===== config.mk =====
export PLATFORM = sky130hd
export DESIGN_NAME = pipe_adder_flat
export DESIGN_NICKNAME = d
export VERILOG_FILES = /design/src/rtl/pipe_adder_pkg.sv /design/src/rtl/pipe_adder_if.sv /design/src/rtl/pipe_adder_stage.sv /design/src/rtl/pipe_adder.sv /design/src/flat_wrapper.sv
export SDC_FILE = /design/constraint.sdc
export NUM_CORES = 1
export LEC_CHECK = 0
export CAP_MARGIN = 25
export CORE_MARGIN = 1
export CORE_UTILIZATION = 60
export CTS_BUF_LIST = sky130_fd_sc_hd__clkbuf_8 sky130_fd_sc_hd__clkbuf_16
export CTS_CLUSTER_DIAMETER = 100
export DETAILED_ROUTE_END_ITERATION = 6
export PLACE_DENSITY = 0.94
export SETUP_SLACK_MARGIN = 0.02
export SLEW_MARGIN = 20
export SYNTH_ARGS = -nofsm -noshare
export SYNTH_HDL_FRONTEND = slang
export SYNTH_SLANG_ARGS = --single-unit

===== constraint.sdc =====
create_clock -name clk -period 5.75 [get_ports clk]
set_clock_uncertainty 0.2 [all_clocks]
set_input_delay 0.8625 -clock clk [delete_from_list [all_inputs] [get_ports clk]]
set_output_delay 0.8625 -clock clk [all_outputs]
set_load 0.005 [all_outputs]

===== src/rtl/pipe_adder_pkg.sv =====
// rtl/pipe_adder_pkg.sv - shared defaults and parameter legality check for pipe_adder
package pipe_adder_pkg;

   localparam int DEFAULT_W      = 32;
   localparam int DEFAULT_STAGES = 4;

   // True when the carry chain splits into STAGES equal, non-empty chunks.
   function automatic bit params_ok(input int w, input int stages);
      return (stages >= 1) && (stages <= w) && ((w % stages) == 0);
   endfunction

endpackage


===== src/rtl/pipe_adder_if.sv =====
// rtl/pipe_adder_if.sv - operand/result handshake bundle for pipe_adder
interface pipe_adder_if
   import pipe_adder_pkg::*;
#(
   parameter int W = DEFAULT_W
) ();

   logic         in_valid;
   logic         in_ready;
   logic [W-1:0] a;
   logic [W-1:0] b;
   logic         cin;
   logic         sub;
   logic         out_valid;
   logic         out_ready;
   logic [W-1:0] s;
   logic         cout;
   logic         ovf;

   modport master (
      output in_valid, a, b, cin, sub, out_ready,
      input  in_ready, out_valid, s, cout, ovf
   );

   modport slave (
      input  in_valid, a, b, cin, sub, out_ready,
      output in_ready, out_valid, s, cout, ovf
   );

endinterface


===== src/rtl/pipe_adder_stage.sv =====
// rtl/pipe_adder_stage.sv - one carry chunk: chunk adder, valid bit, operand skew and result deskew registers
module pipe_adder_stage
   import pipe_adder_pkg::*;
#(
   parameter int W  = DEFAULT_W,
   parameter int C  = DEFAULT_W / DEFAULT_STAGES,
   parameter int LO = 0
) (
   input  logic         clk,
   input  logic         rst_n,
   input  logic         adv_i,
   input  logic         valid_i,
   input  logic         carry_i,
   input  logic [W-1:0] a_i,
   input  logic [W-1:0] b_i,
   input  logic [W-1:0] sum_i,
   output logic         valid_o,
   output logic         carry_o,
   output logic         ovf_o,
   output logic [W-1:0] a_o,
   output logic [W-1:0] b_o,
   output logic [W-1:0] sum_o
);

   // Deskew keeps only the result bits produced so far; skew keeps only operand bits still to be added.
   localparam int DS_W = LO + C;
   localparam int HI_W = W - DS_W;

   logic [C:0]      chunk;
   logic [DS_W-1:0] sum_d;
   logic [DS_W-1:0] sum_q;
   logic            valid_q;
   logic            carry_q;
   logic            ovf_d;
   logic            ovf_q;
   logic            unused_bits;

   always_comb begin
      chunk          = {1'b0, a_i[LO +: C]} + {1'b0, b_i[LO +: C]} + {{C{1'b0}}, carry_i};
      sum_d          = sum_i[DS_W-1:0];
      sum_d[LO +: C] = chunk[C-1:0];
      // Carry into the chunk MSB recovered from its sum bit, then compared with the carry out.
      ovf_d          = a_i[LO+C-1] ^ b_i[LO+C-1] ^ chunk[C-1] ^ chunk[C];
   end

   always_ff @(posedge clk or negedge rst_n) begin
      if (!rst_n) begin
         valid_q <= 1'b0;
         carry_q <= 1'b0;
         ovf_q   <= 1'b0;
         sum_q   <= '0;
      end else if (adv_i) begin
         valid_q <= valid_i;
         carry_q <= chunk[C];
         ovf_q   <= ovf_d;
         sum_q   <= sum_d;
      end
   end

   if (HI_W > 0) begin : g_skew
      logic [HI_W-1:0] a_q;
      logic [HI_W-1:0] b_q;

      always_ff @(posedge clk or negedge rst_n) begin
         if (!rst_n) begin
            a_q <= '0;
            b_q <= '0;
         end else if (adv_i) begin
            a_q <= a_i[W-1 -: HI_W];
            b_q <= b_i[W-1 -: HI_W];
         end
      end

      assign a_o = {a_q, {DS_W{1'b0}}};
      assign b_o = {b_q, {DS_W{1'b0}}};
   end else begin : g_no_skew
      assign a_o = '0;
      assign b_o = '0;
   end

   assign valid_o     = valid_q;
   assign carry_o     = carry_q;
   assign ovf_o       = ovf_q;
   assign sum_o       = W'(sum_q);
   assign unused_bits = ^{a_i, b_i, sum_i};

endmodule


===== src/rtl/pipe_adder.sv =====
// rtl/pipe_adder.sv - pipelined W-bit add/subtract with global-stall valid/ready handshake
module pipe_adder
   import pipe_adder_pkg::*;
#(
   parameter int W      = DEFAULT_W,
   parameter int STAGES = DEFAULT_STAGES
) (
   input  logic        clk,
   input  logic        rst_n,
   pipe_adder_if.slave bus
);

   localparam int C = W / STAGES;

   if (!params_ok(W, STAGES)) begin : g_param_check
      $error("pipe_adder: W must be a multiple of STAGES with 1 <= STAGES <= W");
   end

   logic         adv;
   logic         valid_c [0:STAGES];
   logic         carry_c [0:STAGES];
   logic [W-1:0] a_c     [0:STAGES];
   logic [W-1:0] b_c     [0:STAGES];
   logic [W-1:0] sum_c   [0:STAGES];
   logic         ovf_last;
   logic         unused_tail;

   // The whole pipeline advances together unless a finished result is being held.
   assign adv = !valid_c[STAGES] || bus.out_ready;

   // Subtraction is a + ~b + 1, so cin is replaced by the forced carry.
   assign valid_c[0] = bus.in_valid;
   assign carry_c[0] = bus.sub | bus.cin;
   assign a_c[0]     = bus.a;
   assign b_c[0]     = bus.b ^ {W{bus.sub}};
   assign sum_c[0]   = '0;

   for (genvar k = 0; k < STAGES; k++) begin : g_stage
      logic ovf_k;

      pipe_adder_stage #(
         .W  (W),
         .C  (C),
         .LO (k * C)
      ) u_stage (
         .clk     (clk),
         .rst_n   (rst_n),
         .adv_i   (adv),
         .valid_i (valid_c[k]),
         .carry_i (carry_c[k]),
         .a_i     (a_c[k]),
         .b_i     (b_c[k]),
         .sum_i   (sum_c[k]),
         .valid_o (valid_c[k+1]),
         .carry_o (carry_c[k+1]),
         .ovf_o   (ovf_k),
         .a_o     (a_c[k+1]),
         .b_o     (b_c[k+1]),
         .sum_o   (sum_c[k+1])
      );

      if (k == STAGES - 1) begin : g_last
         assign ovf_last = ovf_k;
      end else begin : g_mid
         logic unused_ovf;
         assign unused_ovf = ovf_k;
      end
   end

   assign bus.in_ready  = adv;
   assign bus.out_valid = valid_c[STAGES];
   assign bus.s         = sum_c[STAGES];
   assign bus.cout      = carry_c[STAGES];
   assign bus.ovf       = ovf_last;
   assign unused_tail   = ^{a_c[STAGES], b_c[STAGES]};

endmodule


===== src/flat_wrapper.sv =====
// flat-port wrapper written by rule: the top's interface ports become plain ports
module pipe_adder_flat import pipe_adder_pkg::*;
#(
   parameter int W      = DEFAULT_W,
   parameter int STAGES = DEFAULT_STAGES
)
  (clk, rst_n, bus_in_valid, bus_a, bus_b, bus_cin, bus_sub, bus_out_ready, bus_in_ready, bus_out_valid, bus_s, bus_cout, bus_ovf);
  pipe_adder_if #(.W(W)) bus_i ();
  input  logic clk;
  input  logic rst_n;
  input wire logic [$bits(bus_i.in_valid)-1:0] bus_in_valid;
  input wire logic [$bits(bus_i.a)-1:0] bus_a;
  input wire logic [$bits(bus_i.b)-1:0] bus_b;
  input wire logic [$bits(bus_i.cin)-1:0] bus_cin;
  input wire logic [$bits(bus_i.sub)-1:0] bus_sub;
  input wire logic [$bits(bus_i.out_ready)-1:0] bus_out_ready;
  output wire logic [$bits(bus_i.in_ready)-1:0] bus_in_ready;
  output wire logic [$bits(bus_i.out_valid)-1:0] bus_out_valid;
  output wire logic [$bits(bus_i.s)-1:0] bus_s;
  output wire logic [$bits(bus_i.cout)-1:0] bus_cout;
  output wire logic [$bits(bus_i.ovf)-1:0] bus_ovf;
  assign bus_i.in_valid = bus_in_valid;
  assign bus_i.a = bus_a;
  assign bus_i.b = bus_b;
  assign bus_i.cin = bus_cin;
  assign bus_i.sub = bus_sub;
  assign bus_i.out_ready = bus_out_ready;
  assign bus_in_ready = bus_i.in_ready;
  assign bus_out_valid = bus_i.out_valid;
  assign bus_s = bus_i.s;
  assign bus_cout = bus_i.cout;
  assign bus_ovf = bus_i.ovf;
  pipe_adder #(.W(W), .STAGES(STAGES)) u_core (.clk(clk), .rst_n(rst_n), .bus(bus_i));
endmodule

Word level (Yosys, flattened, before mapping)
Index checks and enable logic that the tools add are counted.

operators by class
  reductions and logical operators = 2
  bitwise operators = 5
  $add $sub $neg = 8

operators with widths
  kind                                    count
  8-bit by 8-bit adder with 9-bit output  4
  9-bit by 1-bit adder with 9-bit output  4
  32-bit XOR                              1
  1-bit XOR                               3
  1-bit logical NOT                       1
  1-bit logical OR                        1
  1-bit OR                                1

storage, ports and cells
  input port bits = 70
  logic and storage cells = 34
  output and inout bits = 36
  register bits = 185

Logic depth before layout (Yosys ltp)
Gate-level depths: netlist of the first run.

  word-level depth = 4
  gate-level depth with buffers = 10
  depth with buffers taken out = 8

Modules after synthesis
Synthesis of the first run repeated with hierarchy kept, for this count alone.

second synthesis, totals
  cells, all modules = 821
  area total of the unflattened synthesis = 10199.8 sq um

modules (own cells, without submodules)
  module                                        cells an instance  times used  sequential area each (sq um)  area an instance (sq um)
  pipe_adder_stage (u_core.g_stage[0].u_stage)  209                1           1476.4                        2811.4
  pipe_adder_stage (u_core.g_stage[1].u_stage)  200                1           1276.2                        2576.2
  pipe_adder_stage (u_core.g_stage[2].u_stage)  191                1           1076.0                        2339.7
  pipe_adder_stage (u_core.g_stage[3].u_stage)  182                1           875.8                         2104.5
  pipe_adder                                    39                 1           0.0                           367.9

Least setup slack after synthesis of the first run
No wires, ideal clock.

  path type = input-to-reg
  start point = input port bus_sub
  end point = register u_core.g_stage[0].u_stage.carry_q
  arrival time = 3.157 ns
  cell stages on the path = 10
  path buffers = 2
  library setup time = 0.124 ns
  slack = 2.269 ns
  cells stage by stage = buf_2 -> buf_2 -> or2_2 -> fa_1 -> fa_1 -> a21o_1 -> a21o_4 -> a21oi_2 -> a21oi_1 -> o31a_1

on the way
  longest elaborated chain between the ends = 3
  elaborated cells between the ends (all ways) = 4
  classes of those cells = 2 x add/sub; 2 x bitwise

ends and longest elaborated chain
  what                                      RTL line                RTL
  from (decl)                               flat_wrapper.sv:15      input wire logic [$bits(bus_i.sub)-1:0] bus_sub;
  32-bit XOR                                pipe_adder.sv:35        assign b_c[0] = bus.b ^ {W{bus.sub}};
  8-bit by 8-bit adder with 9-bit output    pipe_adder_stage.sv:39  chunk = {1'b0, a_i[LO +: C]} + {1'b0, b_i[LO +: C]} + {{C{1'b0}}, carry_i};
  9-bit by 1-bit adder with 9-bit output *  pipe_adder_stage.sv:39
  to (signal assigned)                      pipe_adder_stage.sv:54  carry_q <= chunk[C];
  to (decl)                                 pipe_adder_stage.sv:33  logic carry_q;

Mark *: on every way between the ends. The rest lies on a longest branch, timed or not.
A chain may end at the register's enable or synchronous reset.

Final worst setup path of the first run
  start point = input port bus_out_ready
  end point = output port bus_in_ready

on the way
  longest elaborated chain between the ends = 1

ends and longest elaborated chain
  what              RTL line            RTL
  from (decl)       flat_wrapper.sv:16  input wire logic [$bits(bus_i.out_ready)-1:0] bus_out_ready;
  1-bit logical OR  pipe_adder.sv:29    assign adv = !valid_c[STAGES] || bus.out_ready;
  to (decl)         flat_wrapper.sv:17  output wire logic [$bits(bus_i.in_ready)-1:0] bus_in_ready;

Every way passes these cells.

==> results.yml, run 1 <==
outcome:
  status: "finished clean"
global_route:
  grt_pass1_vias: 6287
  grt_pass1_wl_um: 29890
  grt_usage_pct: 26.34
  antenna_found_initial: 0
  overflow: 0
  grt_max_degree: 124
setup_path:
  critical_path_arrival_ns: 2.60
  start_kind: "input port"
  crit_type: "in2out"
  critPathMaxFanout: 107
  required_ns: 4.69
  crit_path_end_kind: "output port"
  r2r_cells: 6
cts:
  htreeDepth: 4
  clock_path_buffers: 2
  cts-root-buf: "clkbuf_16"
  clkLatencyLatePin_ns: 0.43
  clk_pin_slew_worst_paths_ns: 0.06
  cts_buffers: 17
  hold_buffers: 0
  ctsResizeCount: 0
  cts.sinks: 185
  tritoncts: "done"
  post_cts_buffers: 0
sta:
  period_minus_slack_ns: 3.660
  setup_ws_ns: 2.090
  fin_crit_sh_pct: 63.65
  fin_tns_setup_ns: 0
  relSlewSlack_pct: 45.44
  fmax_mhz: 273.2
  rsz0062_at_grt: "no"
  finalMaxSlewViolations: 0
  worstMarginPinSlew_ns: 0.8184
  finalHoldViolCount: 0
  setup-violations-final: 0
final_layout:
  instances_no_fill: 1195
  final_util_pct: 73.12
  layout_commonest_cell: "nand2_1"
  nFillCells: 962
  final_cell_mix: "424 x nand2_1, 185 x dfrtp_1, 103 x clkdlybuf4s50_1"
  n_antenna_cell: 0
  drive_gt1_share_pct: 4.532
  nets: 1109
  areaGrowthSynthToFinish_pct: 19.24
detailed_routing:
  antenna_left: 0
  drc: 0
  wl_per_cell_um: 14.94
  drt_wl_total_um: 17850
  drt_iter0_drc: 633
  dr.pass1.iters: 6
  vias_per_cell: 5.396
  vias: 6448
synthesis:
  synthCells: 922
  synth.avg_cell_area_sq_um: 9.195
  synth_area_sq_um: 8478
  seq_area_frac_synth_pct: 54.60
  synth.net_count: 1028
  synth_ff_type: "dfrtp_1"
  synth.distinct_cells: 51
  synth_seq_cells: 185
  synth_warnings: 0
  synth-edff-count: 0
  async_flop_share_pct: 100.0
floorplanning:
  rows: 43
  start_util_pct: 61.32
  die_x_um: 120.9
  ios: 106
  fp.dieH_um: 120.9
  core_area_sq_um: 13830
  dieArea_sq_um: 14610
placed_design:
  hpwl_um: 11530
  place.gp.congestion: 0.7862
  placed_cells: 1164
  portBuffers: 105
  pre_cts_ws_ns: 1.750
pwr:
  powerDensity_nw_per_um2: 544.5
  total_power_w: 0.005504
  leakagePower_nw: 4.959
  vdd_drop_max_v: 0.0002468
job:
  maxCapViolations: 0
worst_hold_path:
  hold_class: "in2async"
-- cell families after synthesis --
kind of cell | synth area share [%]
AND/OR/NAND/NOR | 22.14
flip-flops | 54.60
XOR/XNOR | 5.269
adder cells (fa/ha/maj) | 6.021
buffers and inverters | 3.719
AO/OA/AOI/OAI | 8.250
-- worst max-delay path, cell delays in order --
cell and delay, ns:
clkdlybuf4s50_1 0.50, nor2b_4 0.06, inv_6 0.52, clkdlybuf4s50_1 0.63
-- metrics by stage --
step / hold WS, ns / area, sq um
2_1_floorplan: 0.2300 / 8478
3_3_place_gp: 0.2443 / 9544
3_5_place_dp: 0.2494 / 9544
4_1_cts: 0.2181 / 10110
5_1_grt: 0.2398 / 10110
6_report: 0.2018 / 10110
-- worst paths after layout --
kind                                                    from                                       end  slack (ns)
min in group clk           u_core.g_stage[2].u_stage.valid_o         u_core.g_stage[2].u_stage.valid_o        0.26
max in group asynchronous                              rst_n  u_core.g_stage[1].u_stage.g_skew.b_q[11]        3.95
max reg2reg                u_core.g_stage[3].u_stage.valid_o       u_core.g_stage[2].u_stage.sum_q[22]        2.91
min reg2reg                u_core.g_stage[2].u_stage.valid_o         u_core.g_stage[2].u_stage.valid_o        0.26
min                                                    rst_n  u_core.g_stage[0].u_stage.g_skew.b_q[23]        0.20
max                                            bus_out_ready                              bus_in_ready        2.09
-- cell usage after synthesis (5+ instances only) --
master    count  area share (%)
o21ai_0      41             2.4
nor2_1       20            0.89
xnor2_1      36             3.7
fa_1          8             1.9
o211ai_1      5            0.44
a21oi_1      31             1.8
inv_1        13            0.58
ha_1         28             4.1
xor2_1       15             1.5
nand2_1     424              19
dfrtp_1     185              55
buf_2        32             1.9
a21o_1       12             1.1
clkbuf_1      7            0.31
-- cell type report --
class                           instances  area, sq um  share of cell area (%)
Clock buffer                           17        425.4                   4.208
Clock inverter                         14        136.4                   1.349
Inverter                               13        53.80                  0.5322
Multi-Input combinational cell        674         3533                   34.95
Sequential cell                       185         4629                   45.79
Tap cell                              180        225.2                   2.228
Timing Repair Buffer                  112         1106                   10.94
-- flip-flops by register name (all words and copies together) (netlist names) --
signal                             cells
u_core.g_stage.u_stage.carry_o         4
u_core.g_stage.u_stage.sum_q          48
u_core.g_stage.u_stage.sum_o          32
u_core.g_stage.u_stage.valid_o         4
u_core.g_stage.u_stage.ovf_o           1
u_core.g_stage.u_stage.g_skew.b_q     48
u_core.g_stage.u_stage.g_skew.a_q     48
-- metal layers --
layer / vias up / global-route usage, % / routed length [um]
met2: 201 / 44.21 / 9216
met5: - / 0 / 0
met4: 0 / 10.26 / 364
li1: 3095 / - / -
met3: 34 / 3.994 / 773
met1: 3118 / 34.61 / 7500
-- where the power goes --
part	internal (W)	switching (W)	leakage, nW	total [W]
sequential	0.00189	0.000345	2.23	0.00223
clock	0.000632	0.000492	0.271	0.00112
combinational	0.000967	0.00118	2.46	0.00215
(Power assumes the default switching activity.)
==> run 2: changes to the inputs <==
--- a/config.mk
+++ b/config.mk
@@ -7,11 +7,11 @@
 export LEC_CHECK = 0
 export CAP_MARGIN = 25
 export CORE_MARGIN = 1
-export CORE_UTILIZATION = 60
+export CORE_UTILIZATION = 50
 export CTS_BUF_LIST = sky130_fd_sc_hd__clkbuf_8 sky130_fd_sc_hd__clkbuf_16
 export CTS_CLUSTER_DIAMETER = 100
 export DETAILED_ROUTE_END_ITERATION = 6
-export PLACE_DENSITY = 0.94
+export PLACE_DENSITY = 0.85
 export SETUP_SLACK_MARGIN = 0.02
 export SLEW_MARGIN = 20
 export SYNTH_ARGS = -nofsm -noshare
==> constraint.sdc (replaced) <==
create_clock -name clk -period 3.3 [get_ports clk]
set_clock_uncertainty 0.2 [all_clocks]
set_input_delay 0.495 -clock clk [delete_from_list [all_inputs] [get_ports clk]]
set_output_delay 0.495 -clock clk [all_outputs]
set_load 0.005 [all_outputs]
==> run 2 against run 1 <==
Net effect: wire length decreased by 7.2%; largest cell class unchanged; flip-flop and latch count unchanged; die area increased by 20%; critical path type is now in2reg.
==> results.yml, run 2 (synthesized netlist as in run 1, its figures left out) <==
placed_design:
  portBuffers: 105
  pre_cts_ws_ns: -0.001451
  hpwl_um: 10870
  place.gp.congestion: 0.8232
global_route:
  grt_max_degree: 167
  grt_usage_pct: 20.38
  grt_pass1_vias: 5945
  antenna_found_initial: 0
  overflow: 0
  grt_pass1_wl_um: 28320
cts:
  clk_pin_slew_worst_paths_ns: 0.07
  cts.sinks: 185
  hold_buffers: 1
  cts_buffers: 17
  clock_path_buffers: 2
  ctsResizeCount: 0
  htreeDepth: 4
  tritoncts: "done"
  clkLatencyLatePin_ns: 0.44
  cts-root-buf: "clkbuf_16"
  post_cts_buffers: 0
sta:
  rsz0062_at_grt: "no"
  fmax_mhz: 350.7
  fin_crit_sh_pct: 86.41
  setup-violations-final: 0
  worstMarginPinSlew_ns: 0.6465
  finalMaxSlewViolations: 0
  relSlewSlack_pct: 56.90
  setup_ws_ns: 0.4484
  hold_ws_ns: 0.2640
  fin_tns_setup_ns: 0
  period_minus_slack_ns: 2.852
  finalHoldViolCount: 0
setup_path:
  start_kind: "input port"
  required_ns: 3.42
  ff2ff_setup_slack_ns: 0.79
  critical_path_cell_count: 9
  crit_type: "in2reg"
  max_stage_delay_ns: 0.43
  crit_path_end_kind: "flip-flop"
  critical_path_arrival_ns: 2.97
  cp_num_buf_inv: 1
  critPathMaxFanout: 3
  crit_family: "compound AO/OA/AOI/OAI gates"
  slowest_stage: "fa_1"
  r2r_cells: 7
  path_cells: "clkdlybuf4s50_1 > or2_2 > fa_1 > fa_1 > a21o_1 > a21o_4 > a21oi_2 > a21oi_1 > o31a_1"
  cpMostUsedCell: "fa_1"
final_layout:
  nets: 1111
  nFillCells: 1400
  multi_input_area_sq_um: 3533
  seqCellArea_sq_um: 4629
  layout_commonest_cell: "nand2_1"
  n_antenna_cell: 0
  final_util_pct: 61.57
  drive_gt1_share_pct: 5.010
  areaGrowthSynthToFinish_pct: 20.44
  final_cell_mix: "424 x nand2_1, 185 x dfrtp_1, 103 x clkdlybuf4s50_1"
  top_regs: "u_core.g_stage.u_stage.g_skew.a_q x48, u_core.g_stage.u_stage.g_skew.b_q x48, u_core.g_stage.u_stage.sum_q x48"
detailed_routing:
  drt_wl_total_um: 16570
  wl_per_cell_um: 13.39
  vias_per_cell: 5.023
  drt_iter0_drc: 373
  vias: 6218
  antenna_left: 0
  drc: 0
  dr.pass1.iters: 5
floorplanning:
  fp.dieH_um: 132.2
  die_x_um: 132.2
  ios: 106
  rows: 47
  core_area_sq_um: 16580
  dieArea_sq_um: 17480
  start_util_pct: 51.12
pwr:
  leakagePower_nw: 4.983
  powerDensity_nw_per_um2: 927.5
  vdd_drop_max_v: 0.0006980
outcome:
  status: "finished clean"
worst_hold_path:
  hold_class: "reg2reg"
  min_path_cells: 2
job:
  maxCapViolations: 0
[run 2: changes by cell type in the layout (fill, tap and decap cells not counted), sizes merged]
cell         previous run  this run
clkbuf                 18        20
bufinv                  2         0
clkinvlp                5         2
buf                     8         9
dlygate4sd3             0         1
inv                    17        23
clkinv                  3         1
[run 2: final cells by class]
type	instances	area share (%)
inverter	13	0.5269
multi-input combinational	674	34.60
sequential	185	45.34
timing repair buffer	114	11.21
clock inverter	13	1.189
clock buffer	19	4.436
tap	220	2.696
[run 2: where the power goes]
group / internal, W / leakage, nW / switching, W
Sequential: 0.00328 / 2.23 / 0.000550
Clock: 0.00104 / 0.280 / 0.000946
Combinational: 0.00169 / 2.48 / 0.00196
Total: 0.00601 / 4.98 / 0.00346
[run 2: worst register-to-register path: cells and delay by family, from the launching register on]
family                     cells  cell delay (ns)
DFF                            1             0.41
adders and majority gates      2             0.87
AOI/OAI and AO/OA              5             0.92
[run 2: metal layers]
metal	global-route usage, %	vias to the layer above	wire [um]
li1	-	3111	-
met1	26.18	2946	7293
met2	33.33	129	8206
met3	4.114	32	575
met4	9.515	0	498
met5	0	-	0
[run 2: path summary, 6_finish.rpt]
| kind | endpoint | startpoint |
|---|---|---|
| setup / recovery | u_core.g_stage[0].u_stage.carry_o | bus_cin |
| setup reg to reg | u_core.g_stage[1].u_stage.carry_o | u_core.g_stage[0].u_stage.carry_o |
| hold / removal | u_core.g_stage[3].u_stage.sum_o[7] | u_core.g_stage[3].u_stage.sum_o[7] |
| hold reg to reg | u_core.g_stage[3].u_stage.sum_o[7] | u_core.g_stage[3].u_stage.sum_o[7] |
| max in group asynchronous | u_core.g_stage[0].u_stage.g_skew.a_q[6] | rst_n |
| min in group asynchronous | u_core.g_stage[2].u_stage.sum_q[0] | rst_n |
[run 2: stage by stage]
stage | power [W] | area (sq um) | cells
2_1_floorplan | 0.006333 | 8478 | 922
3_3_place_gp | 0.007331 | 9627 | 1205
3_5_place_dp | 0.007518 | 9627 | 1205
4_1_cts | 0.009539 | 10210 | 1238
5_1_grt | 0.01022 | 10210 | 1238
6_report | 0.009471 | 10210 | 1238
